===== src/rtl/pet_vid_pkg.sv =====
// pet_vid_pkg
// Shared geometry defaults, derived constants, the column-mode enum and a
// counter-width helper for the PET video timing chain.
package pet_vid_pkg;

  // Default 40/80-column PET geometry
  localparam int unsigned H_DISP_DEF    = 32'd40;
  localparam int unsigned H_TOTAL_DEF   = 32'd64;
  localparam int unsigned H_SYNC_ST_DEF = 32'd48;
  localparam int unsigned H_SYNC_W_DEF  = 32'd4;
  localparam int unsigned SCAN_ROW_DEF  = 32'd8;
  localparam int unsigned V_ROWS_DEF    = 32'd25;
  localparam int unsigned V_TOTAL_DEF   = 32'd260;
  localparam int unsigned V_SYNC_ST_DEF = 32'd224;
  localparam int unsigned V_SYNC_W_DEF  = 32'd4;
  localparam int unsigned ADDR_W_DEF    = 32'd11;

  // Width of a counter holding 0..n-1 (never narrower than one bit)
  function automatic int unsigned cnt_width(input int unsigned n);
    return (n > 32'd1) ? $clog2(n) : 32'd1;
  endfunction

  // Derived defaults: scanlines covered by the text area and scan index width
  localparam int unsigned ROW_LINES_DEF = V_ROWS_DEF * SCAN_ROW_DEF;
  localparam int unsigned SCAN_W_DEF    = cnt_width(SCAN_ROW_DEF);

  // Column mode latched once per frame
  typedef enum logic {
    MODE_40 = 1'b0,
    MODE_80 = 1'b1
  } vid_mode_e;

endpackage


===== src/rtl/pet_vid_cnt.sv =====
// pet_vid_cnt
// Generic modulo-N counter with enable, synchronous clear and a wrap pulse.
// Ports:
//   i_clk      system clock
//   i_reset_n  synchronous active-low reset
//   i_en       advance enable
//   i_clr      force the next enabled step to 0 (only acts with i_en)
//   o_cnt      current count 0..N-1
//   o_wrap     combinational: enabled step at N-1 (count returns to 0)
module pet_vid_cnt #(
  parameter int unsigned N = 32'd8,
  parameter int unsigned W = 32'd3
) (
  input  logic         i_clk,
  input  logic         i_reset_n,
  input  logic         i_en,
  input  logic         i_clr,
  output logic [W-1:0] o_cnt,
  output logic         o_wrap
);

  logic [W-1:0] r_cnt;
  logic         w_at_top;

  assign w_at_top = (r_cnt == W'(N - 32'd1));
  assign o_wrap   = i_en && w_at_top;
  assign o_cnt    = r_cnt;

  // Count register: advance on enable, return to 0 at the top or on clear
  always_ff @(posedge i_clk) begin
    if (!i_reset_n) begin
      r_cnt <= '0;
    end else if (i_en) begin
      if (i_clr || w_at_top) begin
        r_cnt <= '0;
      end else begin
        r_cnt <= r_cnt + W'(1'b1);
      end
    end else begin
      r_cnt <= r_cnt;
    end
  end

endmodule


===== src/rtl/pet_vid_timing.sv =====
// pet_vid_timing
// Character-cell video timing for the PET display: video RAM address,
// scanline within the character row, display enable, sync and retrace.
// The counters always point at the NEXT cell to be shown. Each ce_char
// strobe registers the outputs for the cell the counters point at and then
// advances them, so the first strobe after reset presents cell (0,0).
// Ports:
//   i_clk        system clock
//   i_reset_n    synchronous active-low reset
//   i_ce_char    one-clk strobe per character time
//   i_col80      column mode request (1 = 80 columns), taken at frame start
//   i_blank_req  external blanking, gates disp_en with one clk latency
//   o_vaddr      video RAM address (even cell of the pair in 80-col mode)
//   o_scan       scanline within the character row
//   o_disp_en    active display and not blanked
//   o_hsync      horizontal drive, active high
//   o_vsync      vertical drive, active high
//   o_vretrace   scanline lies below the text area
//   o_sof        one-clk pulse on the first cell of a frame
module pet_vid_timing
  import pet_vid_pkg::*;
#(
  parameter int unsigned H_DISP    = H_DISP_DEF,
  parameter int unsigned H_TOTAL   = H_TOTAL_DEF,
  parameter int unsigned H_SYNC_ST = H_SYNC_ST_DEF,
  parameter int unsigned H_SYNC_W  = H_SYNC_W_DEF,
  parameter int unsigned SCAN_ROW  = SCAN_ROW_DEF,
  parameter int unsigned V_ROWS    = V_ROWS_DEF,
  parameter int unsigned V_TOTAL   = V_TOTAL_DEF,
  parameter int unsigned V_SYNC_ST = V_SYNC_ST_DEF,
  parameter int unsigned V_SYNC_W  = V_SYNC_W_DEF,
  parameter int unsigned ADDR_W    = ADDR_W_DEF
) (
  input  logic                             i_clk,
  input  logic                             i_reset_n,
  input  logic                             i_ce_char,
  input  logic                             i_col80,
  input  logic                             i_blank_req,
  output logic [ADDR_W-1:0]                o_vaddr,
  output logic [cnt_width(SCAN_ROW)-1:0]   o_scan,
  output logic                             o_disp_en,
  output logic                             o_hsync,
  output logic                             o_vsync,
  output logic                             o_vretrace,
  output logic                             o_sof
);

  localparam int unsigned HCNT_W    = cnt_width(H_TOTAL);
  localparam int unsigned VCNT_W    = cnt_width(V_TOTAL);
  localparam int unsigned SCAN_W    = cnt_width(SCAN_ROW);
  localparam int unsigned ROW_LINES = V_ROWS * SCAN_ROW;

  // Counter chain
  logic [HCNT_W-1:0] w_hcnt;
  logic [VCNT_W-1:0] w_vcnt;
  logic [SCAN_W-1:0] w_scan;
  logic              w_h_wrap;
  logic              w_v_wrap;
  logic              w_scan_wrap;

  // Decode of the cell the counters point at
  logic [31:0]       w_h32;
  logic [31:0]       w_v32;
  logic              w_frame_start;
  logic              w_active;
  logic              w_active_sel;
  logic              w_hsync;
  logic              w_vsync;
  logic              w_vretrace;
  logic [ADDR_W-1:0] w_hcnt_ext;
  logic [ADDR_W-1:0] w_hoff;
  logic [ADDR_W-1:0] w_stride;
  logic [ADDR_W-1:0] w_vaddr;

  // State and output registers
  vid_mode_e         r_mode;
  logic [ADDR_W-1:0] r_row_base;
  logic [ADDR_W-1:0] r_vaddr;
  logic [SCAN_W-1:0] r_scan;
  logic              r_active;
  logic              r_disp_en;
  logic              r_hsync;
  logic              r_vsync;
  logic              r_vretrace;
  logic              r_sof;

  pet_vid_cnt #(.N(H_TOTAL), .W(HCNT_W)) u_hcnt (
    .i_clk     (i_clk),
    .i_reset_n (i_reset_n),
    .i_en      (i_ce_char),
    .i_clr     (1'b0),
    .o_cnt     (w_hcnt),
    .o_wrap    (w_h_wrap)
  );

  // Scan restarts at frame wrap even mid-row, since V_TOTAL need not be a
  // whole number of character rows.
  pet_vid_cnt #(.N(SCAN_ROW), .W(SCAN_W)) u_scan (
    .i_clk     (i_clk),
    .i_reset_n (i_reset_n),
    .i_en      (w_h_wrap),
    .i_clr     (w_v_wrap),
    .o_cnt     (w_scan),
    .o_wrap    (w_scan_wrap)
  );

  pet_vid_cnt #(.N(V_TOTAL), .W(VCNT_W)) u_vcnt (
    .i_clk     (i_clk),
    .i_reset_n (i_reset_n),
    .i_en      (w_h_wrap),
    .i_clr     (1'b0),
    .o_cnt     (w_vcnt),
    .o_wrap    (w_v_wrap)
  );

  assign w_h32 = 32'(w_hcnt);
  assign w_v32 = 32'(w_vcnt);

  // Strobe presenting cell (0,0): either a frame wrap or the first strobe
  // after reset. The mode is taken here so it applies to the whole frame.
  assign w_frame_start = i_ce_char && (w_hcnt == '0) && (w_vcnt == '0);

  assign w_active   = (w_h32 < H_DISP) && (w_v32 < ROW_LINES);
  assign w_hsync    = (w_h32 >= H_SYNC_ST) && (w_h32 < (H_SYNC_ST + H_SYNC_W));
  assign w_vsync    = (w_v32 >= V_SYNC_ST) && (w_v32 < (V_SYNC_ST + V_SYNC_W));
  assign w_vretrace = (w_v32 >= ROW_LINES);

  // In 80-column mode each char time fetches a cell pair, so the offset and
  // row stride double. All address arithmetic wraps modulo 2^ADDR_W.
  assign w_hcnt_ext = ADDR_W'(w_hcnt);
  assign w_hoff     = (r_mode == MODE_80) ? {w_hcnt_ext[ADDR_W-2:0], 1'b0} : w_hcnt_ext;
  assign w_stride   = (r_mode == MODE_80) ? ADDR_W'(32'd2 * H_DISP) : ADDR_W'(H_DISP);
  assign w_vaddr    = r_row_base + w_hoff;

  // Active-area flag feeding disp_en: fresh decode on a strobe, held otherwise
  always_comb begin
    w_active_sel = r_active;
    if (i_ce_char) begin
      w_active_sel = w_active;
    end else begin
      w_active_sel = r_active;
    end
  end

  // Column mode latch, updated only at frame start
  always_ff @(posedge i_clk) begin
    if (!i_reset_n) begin
      r_mode <= MODE_40;
    end else if (w_frame_start) begin
      r_mode <= i_col80 ? MODE_80 : MODE_40;
    end else begin
      r_mode <= r_mode;
    end
  end

  // Row base address: clears at frame wrap, steps by one row stride per char row
  always_ff @(posedge i_clk) begin
    if (!i_reset_n) begin
      r_row_base <= '0;
    end else if (w_v_wrap) begin
      r_row_base <= '0;
    end else if (w_scan_wrap) begin
      r_row_base <= r_row_base + w_stride;
    end else begin
      r_row_base <= r_row_base;
    end
  end

  // Output registers: cell outputs load on the strobe and hold between strobes;
  // sof is a single-clk pulse and disp_en tracks blank_req every clk
  always_ff @(posedge i_clk) begin
    if (!i_reset_n) begin
      r_vaddr    <= '0;
      r_scan     <= '0;
      r_active   <= 1'b0;
      r_hsync    <= 1'b0;
      r_vsync    <= 1'b0;
      r_vretrace <= 1'b0;
      r_sof      <= 1'b0;
      r_disp_en  <= 1'b0;
    end else begin
      if (i_ce_char) begin
        r_vaddr    <= w_vaddr;
        r_scan     <= w_scan;
        r_active   <= w_active;
        r_hsync    <= w_hsync;
        r_vsync    <= w_vsync;
        r_vretrace <= w_vretrace;
      end else begin
        r_vaddr    <= r_vaddr;
        r_scan     <= r_scan;
        r_active   <= r_active;
        r_hsync    <= r_hsync;
        r_vsync    <= r_vsync;
        r_vretrace <= r_vretrace;
      end
      r_sof     <= w_frame_start;
      r_disp_en <= w_active_sel && !i_blank_req;
    end
  end

  assign o_vaddr    = r_vaddr;
  assign o_scan     = r_scan;
  assign o_disp_en  = r_disp_en;
  assign o_hsync    = r_hsync;
  assign o_vsync    = r_vsync;
  assign o_vretrace = r_vretrace;
  assign o_sof      = r_sof;

endmodule


===== config.mk =====
export PLATFORM = sky130hd
export DESIGN_NAME = pet_vid_timing
export DESIGN_NICKNAME = d
export VERILOG_FILES = /design/src/rtl/pet_vid_pkg.sv /design/src/rtl/pet_vid_cnt.sv /design/src/rtl/pet_vid_timing.sv
export SDC_FILE = /design/constraint.sdc
export NUM_CORES = 1
export LEC_CHECK = 0
export CORE_MARGIN = 8
export CORE_UTILIZATION = 25
export CTS_BUF_LIST = sky130_fd_sc_hd__clkbuf_16
export DETAILED_ROUTE_END_ITERATION = 8
export GPL_ROUTABILITY_DRIVEN = 1
export SYNTH_ARGS = -nofsm -noshare
export SYNTH_HDL_FRONTEND = slang
export SYNTH_HIERARCHICAL = 1
export SYNTH_SLANG_ARGS = --single-unit

===== constraint.sdc =====
create_clock -name i_clk -period 3.5 [get_ports i_clk]
set_input_delay 0.525 -clock i_clk [delete_from_list [all_inputs] [get_ports i_clk]]
set_output_delay 0.525 -clock i_clk [all_outputs]
set_load 0.05 [all_outputs]

== Yosys cells after proc, flatten, opt, wreduce, memory -nomap -nowiden ==
Index checks and enable logic that the tools add are counted.
Widths: inputs -> output; s select.

* Flip-flop bits (word level): 50
* Bits of input ports: 5
* Output and inout bits: 19

* Muxes and demuxes: 7
* $add $sub $neg: 5
* Bitwise operators: 1
* Reductions and logical operators: 14
* $lt $le $gt $ge: 7
* Equal/unequal tests: 3

{| class="wikitable"
|+ Operators with widths
! kind !! count
|-
| $add 11x7->11 || 2
|-
| $ge 9x8->1 const B || 2
|-
| $lt 9x8->1 const B || 2
|-
| $mux 7 || 2
|-
| $lt 6x6->1 const B || 2
|-
| $add 9x1->9 const B || 1
|-
| $eq 9x9->1 const B || 1
|-
| $logic_and 1x1->1 || 9
|-
| $logic_not 9->1 || 1
|-
| $mux 9 || 1
|-
| $add 6x1->6 const B || 1
|-
| $eq 6x6->1 const B || 1
|-
| $ge 6x6->1 const B || 1
|-
| $logic_not 6->1 || 1
|-
| $mux 6 || 1
|-
| $add 3x1->3 const B || 1
|-
| $eq 3x3->1 const B || 1
|-
| $mux 3 || 1
|-
| $mux 1 || 2
|-
| $reduce_or 2->1 || 1
|-
| $logic_not 1->1 || 1
|-
| $logic_or 1x1->1 || 1
|-
| $not 1->1 || 1
|}

== Depth between registers and ports, before layout ==
Gate-level depths: netlist (run 1).

* Depth in word-level cells: 5
* Gate-level depth with buffers: 10
* Gate-level depth less buffers: 9

== Cells and area by module ==
Netlist (run 1), hierarchy kept.

{| class="wikitable"
|+ By module, submodules not included
! module !! area each (µm²) !! times used !! cells each
|-
| pet_vid_timing || 1541.5 || 1 || 172
|-
| pet_vid_cnt at u_vcnt || 421.7 || 1 || 46
|-
| pet_vid_cnt at u_hcnt || 276.5 || 1 || 30
|-
| pet_vid_cnt at u_scan || 161.4 || 1 || 16
|}

== Worst setup path after synthesis (run 1) ==
OpenSTA, ideal clock, no wires.

* Path kind: input -> register
* From: input port i_ce_char
* To: register r_row_base[4]
* Arrival time: 2.366 ns
* Path slack: 1.008 ns
* Data required time: 3.374 ns
* Path buffers: 2
* Cell stages on the path: 9
* Cells stage by stage: buf_6 > nand4_1 > nor2_1 > clkbuf_1 > nand2_1 > or4_4 > nor2_1 > nand2b_1 > a211oi_1

* Cells in the longest elaborated chain, start to end: 3

{| class="wikitable"
|+ RTL lines
! element !! RTL line !! RTL
|-
| start: declaration || pet_vid_timing.sv:36 || <nowiki>input logic i_ce_char,</nowiki>
|-
| $logic_and 1x1->1 || pet_vid_cnt.sv:26 || <nowiki>assign o_wrap = i_en && w_at_top;</nowiki>
|-
| named net w_h_wrap || pet_vid_timing.sv:57 || <nowiki>logic w_h_wrap;</nowiki>
|-
| $logic_and 1x1->1 || pet_vid_cnt.sv:26 ||
|-
| named net w_v_wrap || pet_vid_timing.sv:58 || <nowiki>logic w_v_wrap;</nowiki>
|-
| $reduce_or 2->1 (no source line) || - ||
|-
| end signal: assignment || pet_vid_timing.sv:163 || <nowiki>r_row_base <= r_row_base + w_stride;</nowiki>
|-
| end signal: assignment || pet_vid_timing.sv:165 || <nowiki>r_row_base <= r_row_base;</nowiki>
|-
| end: declaration || pet_vid_timing.sv:77 || <nowiki>logic [ADDR_W-1:0] r_row_base;</nowiki>
|}

The timed path passes the listed nets, and every way through them passes these cells.
A chain may end at the register's enable or synchronous reset.

== Final worst setup path (run 1) ==
* From: input port i_ce_char
* To: register r_row_base[10]

{| class="wikitable"
|+ RTL lines
! element !! RTL line !! RTL
|-
| $logic_and 1x1->1 || pet_vid_cnt.sv:26 ||
|-
| named net w_h_wrap || pet_vid_timing.sv:57 ||
|-
| $logic_and 1x1->1 || pet_vid_cnt.sv:26 ||
|-
| named net w_scan_wrap || pet_vid_timing.sv:59 || <nowiki>logic w_scan_wrap;</nowiki>
|}

The timed path passes the listed nets, and every way through them passes these cells.

==> metrics.md, run 1 <==
| Metric | Value |
|---|---|
| Maximum VDD drop | `0.0002179 V` |
| Slew Limit Fails | `0` |
| First-pass GRT wire length | `9266 um` |
| Synth Warn # | `6` |
| Max Freq | `405.5 MHz` |
| Antenna Cells | `0` |
| Max Cap Violations | `0` |
| Final hold violations | `0` |
| CTS root buf | `clkbuf_16` |
| Worst EP arrival | `2.68 ns` |
| DR pass1 iterations | `4` |
| IO buf count | `23` |
| Overall Power | `1.086 mW` |
| I/O pin total | `24` |
| Synth Flop Type | `dfxtp_1` |
| Total GRT Usage | `0.08833` |
| Critical path class | `in -> reg` |
| Core area | `9284 um^2` |
| Drt initial violations | `77` |
| EDFF count, synth | `0` |
| CTS Buffer Depth | `2` |
| Vias | `1930` |
| Synth top cells by count | `dfxtp_1 (47), nor2_1 (38), nand2_1 (13)` |
| Syn Inst Count | `264` |
| Rows | `35` |
| Worst Skew | `0.002462 ns` |
| Avg Cell Area, Syn | `9.095 um^2` |
| Pleak | `1.073 nW` |
| H-tree levels | `2` |
| Post-CTS Setup Inserts | `0` |
| Vias in the first global route | `1876` |
| Startpoint Class | `primary input` |
| Worst-margin pin slew | `0.5848 ns` |
| Fin crit share | `0.7046` |
| Slew Limit Headroom | `0.6097` |
| Initial antenna violation count | `0` |
| RSZ-0062 raised after global routing | `no` |
| Synth-to-layout area growth | `21.05%` |
| Setup violators final | `0` |
| Worst EP required | `3.71 ns` |
| CTS tree | `yes` |
| Yosys top cell area share | `0.3919` |
| Die Footprint | `13000 um^2` |
| DRC Markers | `0` |
| Die outline height | `114 um` |
| Clk_lat worst skew | `0.28 ns` |
| Yosys top cell by area | `dfxtp_1` |
| Mapped Area | `2401 um^2` |
| Synth area leaders | `dfxtp_1 (39%), ha_1 (6.3%), nor2_1 (5.9%)` |
| Async set-reset flop share out of synthesis | `0` |
| Clk sinks | `47` |
| Post-CTS sizing | `0` |
| Via/cell ratio | `4.617` |
| Status | `finished clean` |
| Antenna-violating nets left | `0` |
| Starting Density | `0.2586` |
| Post-DP HPWL | `4083 um` |
| GRT overflow | `0` |
| Crit Path Max Fanout | `13` |
| CTS buffer count | `5` |
| CTS Hold Buffers Added | `0` |
| Endpoint type of the worst setup path | `flip-flop` |
| Clock transition at path regs | `0.06 ns` |
| Hold_ws | `0.4706 ns` |
| Fin crit period | `2.466 ns` |
| Routed WL | `5479 um` |
| PwrDens | `373.8 nW/um^2` |
| Seq cells post-synth | `47` |
| # nets final | `307` |
| Setup_tns | `0 ns` |
| Chip Width | `114 um` |
| Largest net degree at the start of global routing | `33` |
| Sequential area share after synthesis | `0.3919` |
| Unique cell type count in the Yosys netlist | `56` |
| Wire per inst | `13.11 um` |
| Fill cell count | `1009` |
| Gp weighted congestion | `0.7720` |
| Most frequent cell after synthesis | `dfxtp_1` |
| Proportion of layout cells with a drive suffix above 1 | `0.05882` |
| HP Class | `reg -> reg` |
==> per-stage QoR <==
step                        util  cell area [um^2]  worst slack (ns)  std cells
after floorplan                -              2405             1.008        265
after global placement    0.2982              2769            0.7892        410
after detailed placement  0.2982              2769            0.7484        410
after CTS                 0.3131              2907             1.039        418
after global routing      0.3131              2907            0.8552        418
final                     0.3131              2907             1.034        418
==> worst paths after layout <==
check	startpoint	to	slack, ns	cells past startpoint
max	i_ce_char	r_row_base[10]$_SDFFE_PP0P_	1.03	8
max reg2reg	u_hcnt/o_cnt[0]$_SDFFE_PN0P_	r_row_base[10]$_SDFFE_PP0P_	1.07	8
min	o_vaddr[0]$_SDFFE_PN0P_	o_vaddr[0]$_SDFFE_PN0P_	0.47	2
min reg2reg	o_vaddr[0]$_SDFFE_PN0P_	o_vaddr[0]$_SDFFE_PN0P_	0.47	2
==> registers in the layout (all words and copies together) (netlist names) <==
register / count
o_vaddr: 11
u_vcnt/o_cnt: 9
r_row_base: 8
u_hcnt/o_cnt: 6
o_scan: 3
u_scan/o_cnt: 3
o_disp_en: 1
o_hsync: 1
o_sof: 1
o_vretrace: 1
o_vsync: 1
r_active: 1
r_mode: 1
==> kinds of logic after synthesis <==
kind of cell | synth area share
AOI/OAI and AO/OA | 0.1558
xor gates and xnor gates | 0.05472
adders and majority gates | 0.07921
buffers and inverters | 0.03648
DFF | 0.3919
muxes | 0.05993
other | 0.001562
and+or+nand+nor | 0.2204
==> critical path, stage by stage <==
cell and delay (ns):
clkdlybuf4s50_1 0.48, nand4_1 0.14, nor2_1 0.17, buf_4 0.20, and2_1 0.33, nand2_1 0.15
or4_1 0.52, a21oi_1 0.15
==> layout by cell type (no fill, tap or decap), types with 3 or more instances in the layout <==
cell type and n:
nor3_1 4, ha_1 12, or4_1 3, buf_4 3, o21ai_0 8, nand2_1 13
mux2_2 3, o211ai_1 4, nand2b_1 4, xnor2_1 7, nand4_1 5, a211oi_1 12
clkbuf_16 5, xor2_1 8, and4_1 3, nor2b_1 4, inv_1 11, a21oi_1 9
and3_1 3, and2_1 3, nor2_1 38, nand3_1 6, dfxtp_1 47, clkdlybuf4s50_1 23
mux2i_1 11
==> cell type report <==
class,count,area [um^2],share of cell area
clock buffer,5,125.1,0.04305
clock inverter,3,12.51,0.004305
inverter,10,37.54,0.01291
multi-input combinational,198,1376,0.4735
sequential,47,940.9,0.3237
tap,129,161.4,0.05553
timing repair buffer,26,252.7,0.08696
==> routing by layer <==
metal  share of wire  global-route usage  vias up
met5               0                   0        -
met4           0.013             0.03461        0
met3           0.038             0.02113        4
met2            0.43              0.1356       25
met1            0.52              0.1161      899
li1                -                   -     1002
==> report_power, final <==
group | total (mW) | switching [mW] | internal [mW]
registers | 0.551 | 0.00800 | 0.543
clock network | 0.450 | 0.192 | 0.258
logic | 0.0852 | 0.0547 | 0.0306
Note: power is estimated with default switching activity, not from simulation.
==> run 2, diff against run 1 <==
==> constraint.sdc (replaced) <==
create_clock -name i_clk -period 2 [get_ports i_clk]
set_input_delay 0.3 -clock i_clk [delete_from_list [all_inputs] [get_ports i_clk]]
set_output_delay 0.3 -clock i_clk [all_outputs]
set_load 0.05 [all_outputs]
==> run 2 against run 1 <==
Compared with the run above:
- hold slack improved by 0.0016 ns
- combinational power rose by 110%
- wire length increased by 5.4%
- die area is the same
- via count rose by 6.1%
- total power up 100%
- clock power up 140%
- register-to-register slack worse by 0.99 ns
- critical path depth unchanged
- design area increased by 13%
==> metrics.md, run 2 (same netlist as run 1, synthesis figures left out) <==
| Metric | Value |
|---|---|
| Status | `finished clean` |
| Max Freq | `520.2 MHz` |
| Final hold violations | `0 (unchanged)` |
| Wire per inst | `12.94 um (-1.2%)` |
| Worst EP arrival | `2.13 ns (-0.55 ns)` |
| Clock transition at path regs | `0.07 ns (about the same)` |
| Dpl cells | `437 (+6.6%)` |
| Worst Reg2Reg Path Length in Cells | `8 (unchanged)` |
| Gp weighted congestion | `0.7999 (+3.6%)` |
| Worst Skew | `0.002771 ns (+0.0003091 ns)` |
| Register area | `953.4 um^2 (+1.3%)` |
| Commonest non-fill, non-tap cell in the layout | `dfxtp_1` |
| Max incr delay on CP | `0.38 ns (-0.14 ns)` |
| Largest net degree at the start of global routing | `33 (unchanged)` |
| Antenna-violating nets left | `0 (unchanged)` |
| CTS root buf | `clkbuf_16` |
| Worst-margin pin slew | `0.5089 ns (-0.07587 ns)` |
| GRT busiest layer | `met2` |
| CTS Hold Buffers Added | `0 (unchanged)` |
| Setup violators final | `0 (unchanged)` |
| Met1 Use GR | `0.1207 (+0.004532)` |
| Hold path depth | `2 (unchanged)` |
| DR pass1 iterations | `4 (unchanged)` |
| Fin util | `0.3544 (+0.04137)` |
| Endpoint type of the worst setup path | `flip-flop` |
| Slew Limit Headroom | `0.6596 (+0.04995)` |
| Crit-path leading delay family | `adder cells` |
| Grt met2 use | `0.1349 (-0.0007886)` |
| Chip Width | `114 um (unchanged)` |
| Total GRT Usage | `0.09040 (+0.002071)` |
| Startpoint Class | `flip-flop` |
| Vias in the first global route | `2018 (+7.6%)` |
| CTS Buffer Depth | `2 (unchanged)` |
| Die Footprint | `13000 um^2 (unchanged)` |
| Crit-path cells | `mux2_2 > ha_2 > inv_1 > fa_2 > nor2b_4 > o31ai_2 > xor2_1 > a211oi_1` |
| Fin worst setup slack | `0.07782 ns (-0.9561 ns)` |
| Setup_tns | `0 ns (unchanged)` |
| Pre-CTS setup slack | `-0.2971 ns (-1.046 ns)` |
| Met3 Use GR | `0.02800 (+0.006867)` |
| Crit Path Max Fanout | `6 (-7)` |
| Critical path class | `reg -> reg` |
| Leading cell types in the layout, fill and taps excluded | `dfxtp_1 (43), nor2_1 (35), buf_4 (31)` |
| DRC Markers | `0 (unchanged)` |
| Post-DP HPWL | `4396 um (+7.7%)` |
| Fin crit share | `0.9611` |
| Stages on worst setup path | `8 (unchanged)` |
| Buf/Inv on CP | `1 (-1)` |
| CTS buffer count | `5 (unchanged)` |
| CTS tree | `yes` |
| Core area | `9284 um^2 (unchanged)` |
| Vias | `2047 (+6.1%)` |
| Fin crit period | `1.922 ns` |
| Clk_lat worst skew | `0.28 ns (about the same)` |
| Drt initial violations | `47 (-39%)` |
| Starting Density | `0.2586 (unchanged)` |
| H-tree levels | `2 (unchanged)` |
| Fin cells | `446 (+6.7%)` |
| Pleak | `1.255 nW (+17%)` |
| Max Cap Violations | `0 (unchanged)` |
| Max reg flops | `11 (unchanged)` |
| Routed WL | `5773 um (+5.4%)` |
| First-pass GRT wire length | `9591 um (+3.5%)` |
| Rows | `35 (unchanged)` |
| # nets final | `335 (+9.1%)` |
| RSZ-0062 raised after global routing | `yes` |
| Die outline height | `114 um (unchanged)` |
| Fill cell count | `976 (-3.3%)` |
| Proportion of layout cells with a drive suffix above 1 | `0.2208 (+0.1620)` |
| Maximum VDD drop | `0.0003418 V (+57%)` |
| Antenna Cells | `0 (unchanged)` |
| HP Class | `reg -> reg` |
| Slew Limit Fails | `0 (unchanged)` |
| Initial antenna violation count | `0 (unchanged)` |
| GRT overflow | `0 (unchanged)` |
| Overall Power | `2.215 mW (+100%)` |
| CP max stage cell | `fa_2` |
| Clk sinks | `47 (unchanged)` |
| Synth-to-layout area growth | `37.05%` |
| IO buf count | `23 (unchanged)` |
| Worst EP required | `2.21 ns (-1.50 ns)` |
| Via/cell ratio | `4.590 (-0.60%)` |
| I/O pin total | `24 (unchanged)` |
| PwrDens | `673.0 nW/um^2 (+80%)` |
| Area of the multi-input gates | `1481 um^2 (+7.6%)` |
run 2: report_power, final:
part	switching, mW	leakage [nW]	internal [mW]	total [mW]
combinational	0.108	0.777	0.0707	0.178
clock	0.359	0.0943	0.717	1.08
sequential	0.0104	0.383	0.950	0.960
total	0.478	1.26	1.74	2.21
run 2: layout make-up:
type	count	area share
Clock buffer	5	0.03802
Clock inverter	3	0.02015
Inverter	10	0.01141
Multi-Input combinational cell	198	0.4502
Sequential cell	47	0.2897
Tap cell	129	0.04905
Timing Repair Buffer	54	0.1414
run 2: repair_timing:
action	CTS	global route
pin swaps	0	7
endpoints found under the setup margin	5	23
buffers inserted	0	1
resized for setup	6	14
run 2: final timing paths:
check	slack, ns	startpoint	end
max	0.08	r_mode$_SDFFE_PN0P_	o_vaddr[9]$_SDFFE_PN0P_
min	0.47	o_vaddr[0]$_SDFFE_PN0P_	o_vaddr[0]$_SDFFE_PN0P_
max reg2reg	0.08	r_mode$_SDFFE_PN0P_	o_vaddr[9]$_SDFFE_PN0P_
min reg2reg	0.47	o_vaddr[0]$_SDFFE_PN0P_	o_vaddr[0]$_SDFFE_PN0P_
run 2: through the flow:
step / hold slack (ns) / instance area [um^2]
global route: 0.5022 / 3291
CTS: 0.4770 / 3231
detailed placement: 0.4597 / 3025
global placement: 0.4583 / 3025
floorplan: 0.3793 / 2472
finish: 0.4722 / 3291
run 2: per-layer routing:
metal  wire (um)  vias to the layer above
li1            -                     1054
met1        2963                      962
met2        2504                       24
met3         240                        7
met4          65                        0
met5           0                        -
run 2: worst reg2reg max path: cells and delay by family, from the launching register on:
family | cells | cell delay, ns
xor gates and xnor gates | 1 | 0.15
buffers and inverters | 1 | 0.06
DFF | 1 | 0.37
and+or+nand+nor | 1 | 0.15
adders and majority gates | 2 | 0.59
AOI/OAI and AO/OA | 2 | 0.29
muxes | 1 | 0.23
==> run 3, diff against run 2 <==
--- a/config.mk
+++ b/config.mk
@@ -5,11 +5,14 @@
 export SDC_FILE = /design/constraint.sdc
 export NUM_CORES = 1
 export LEC_CHECK = 0
+export CELL_PAD_IN_SITES_DETAIL_PLACEMENT = 1
+export CELL_PAD_IN_SITES_GLOBAL_PLACEMENT = 1
 export CORE_MARGIN = 8
 export CORE_UTILIZATION = 25
 export CTS_BUF_LIST = sky130_fd_sc_hd__clkbuf_16
 export DETAILED_ROUTE_END_ITERATION = 8
 export GPL_ROUTABILITY_DRIVEN = 1
+export PLACE_DENSITY_LB_ADDON = 0.1
 export SYNTH_ARGS = -nofsm -noshare
 export SYNTH_HDL_FRONTEND = slang
 export SYNTH_HIERARCHICAL = 1
==> run 3 against run 2 <==
Compared with the run above:
- via count grew 5.0%
- core utilization increased by 1.0 points
- critical path depth unchanged
- die area unchanged
- wire length grew 17%
- clock power shrank 25%
- global-route usage rose by 2.0 points
- combinational power increased by 7%
- clock skew rose by 0.00066 ns
- design area grew 2.9%
- sequential share of layout area is 0.82 points lower
- total power down 11%
- critical path type unchanged
- highest routed layer unchanged
==> metrics.md, run 3 (same netlist as run 1, synthesis figures left out) <==
| Metric | Value |
|---|---|
| Fin crit share | `0.9743 (+0.01319)` |
| Setup violators final | `0 (unchanged)` |
| IO buf count | `23 (unchanged)` |
| I/O pin total | `24 (unchanged)` |
| Pre-CTS setup slack | `-0.3291 ns (-0.03199 ns)` |
| Vias in the first global route | `2306 (+14%)` |
| Slew Limit Headroom | `0.6567 (-0.002955)` |
| Endpoint type of the worst setup path | `flip-flop` |
| Dpl cells | `447 (+2.3%)` |
| Worst Skew | `0.003432 ns (+0.0006607 ns)` |
| Chip Width | `114 um (unchanged)` |
| CTS Hold Buffers Added | `0 (unchanged)` |
| Leading cell types in the layout, fill and taps excluded | `buf_4 (47), dfxtp_1 (43), nor2_1 (34)` |
| Worst EP required | `2.15 ns (-0.06 ns)` |
| First-pass GRT wire length | `11540 um (+20%)` |
| CTS root buf | `clkbuf_16` |
| Hold_ws | `0.4703 ns (-0.001842 ns)` |
| CTS Buffer Depth | `2 (unchanged)` |
| Worst EP arrival | `2.10 ns (-0.03 ns)` |
| Gp weighted congestion | `0.8060 (+0.76%)` |
| Worst-margin pin slew | `0.5134 ns (+0.004418 ns)` |
| CTS buffer count | `5 (unchanged)` |
| GRT overflow | `0 (unchanged)` |
| Fin crit period | `1.949 ns (+0.02638 ns)` |
| Maximum VDD drop | `0.0003596 V (+5.2%)` |
| Clock transition at path regs | `0.07 ns (about the same)` |
| Routed WL | `6755 um (+17%)` |
| RSZ-0062 raised after global routing | `yes` |
| CTS tree | `yes` |
| # nets final | `351 (+4.8%)` |
| Total GRT Usage | `0.1101 (+0.01971)` |
| H-tree levels | `2 (unchanged)` |
| DR pass1 iterations | `3 (-1)` |
| Commonest non-fill, non-tap cell in the layout | `buf_4` |
| Final hold violations | `0 (unchanged)` |
| Via/cell ratio | `4.654 (+1.4%)` |
| Status | `finished clean` |
| Vias | `2150 (+5.0%)` |
| Rows | `35 (unchanged)` |
| Fin cells | `462 (+3.6%)` |
| Clk sinks | `47 (unchanged)` |
| Critical path class | `reg -> reg` |
| Startpoint Class | `flip-flop` |
| HP Class | `reg -> reg` |
| Fin worst setup slack | `0.05144 ns (-0.02638 ns)` |
| Initial antenna violation count | `0 (unchanged)` |
| Proportion of layout cells with a drive suffix above 1 | `0.2703 (+0.04945)` |
| Slew Limit Fails | `0 (unchanged)` |
| Largest net degree at the start of global routing | `33 (unchanged)` |
| Drt initial violations | `36 (-23%)` |
| Wire per inst | `14.62 um (+13%)` |
| Pleak | `1.298 nW (+3.4%)` |
| Core area | `9284 um^2 (unchanged)` |
| Max Freq | `513.2 MHz (-1.4%)` |
| PwrDens | `580.8 nW/um^2 (-14%)` |
| Synth-to-layout area growth | `41.06%` |
| Starting Density | `0.2586 (unchanged)` |
| Antenna Cells | `0 (unchanged)` |
| Max Cap Violations | `0 (unchanged)` |
| Max reg flops | `11 (unchanged)` |
| Fill cell count | `1108 (+14%)` |
| Post-DP HPWL | `5145 um (+17%)` |
| Overall Power | `1.967 mW (-11%)` |
| Antenna-violating nets left | `0 (unchanged)` |
| Die Footprint | `13000 um^2 (unchanged)` |
| Die outline height | `114 um (unchanged)` |
| Clk_lat worst skew | `0.28 ns (about the same)` |
| Area of the multi-input gates | `1506 um^2 (+1.7%)` |
| Register area | `953.4 um^2 (unchanged)` |
| Crit Path Max Fanout | `6 (unchanged)` |
| DRC Markers | `0 (unchanged)` |
| Setup_tns | `0 ns (unchanged)` |
==> run 3: area by class of cell <==
type	instances	share of cell area
Multi-Input combinational cell	198	0.4448
Sequential cell	47	0.2815
Inverter	10	0.01219
Clock inverter	3	0.004802
Timing Repair Buffer	70	0.1721
Clock buffer	5	0.03694
Tap cell	129	0.04765
==> run 3: worst max-delay path, cell delays in order, from the launching register on <==
cell,delay (ns)
dfxtp_4,0.41
mux2_4,0.33
ha_4,0.16
inv_2,0.05
fa_2,0.25
nor2b_4,0.06
o31ai_2,0.25
xor2_1,0.21
a211oi_2,0.09
==> run 3: layer usage <==
| metal | up-vias | share of wire | wire, um | global-route usage |
|---|---|---|---|---|
| met3 | 2 | 0.026 | 179 | 0.02324 |
| met5 | - | 0 | 0 | 0 |
| met4 | 0 | 0.0050 | 34 | 0.02662 |
| li1 | 1084 | - | - | - |
| met2 | 16 | 0.47 | 3153 | 0.1897 |
| met1 | 1048 | 0.50 | 3387 | 0.1361 |
==> run 3: worst paths after layout <==
path / startpoint / endpoint / slack (ns) / cells past startpoint
hold / removal: o_vaddr[0]$_SDFFE_PN0P_ / o_vaddr[0]$_SDFFE_PN0P_ / 0.47 / 2
hold reg to reg: o_vaddr[0]$_SDFFE_PN0P_ / o_vaddr[0]$_SDFFE_PN0P_ / 0.47 / 2
setup reg to reg: r_mode$_SDFFE_PN0P_ / o_vaddr[9]$_SDFFE_PN0P_ / 0.05 / 8
setup / recovery: r_mode$_SDFFE_PN0P_ / o_vaddr[9]$_SDFFE_PN0P_ / 0.05 / 8
==> run 3: through the flow <==
stage / utilization / cell area [um^2]
4_1_cts: 0.3558 / 3303
6_report: 0.3648 / 3387
3_3_place_gp: 0.3340 / 3100
2_1_floorplan: - / 2472
5_1_grt: 0.3648 / 3387
3_5_place_dp: 0.3340 / 3100
==> run 3: where the power goes <==
part	internal, mW	switching [mW]
logic	0.0791	0.112
registers	0.950	0.0120
clock network	0.457	0.357
total	1.49	0.482
==> run 3: what timing repair did <==
action | CTS | global route
buffers inserted | 5 | 2
setup endpoints to repair | 9 | 23
pin swaps | 3 | 14
resized for setup | 7 | 19
hold endpoints to repair | 0 | 0
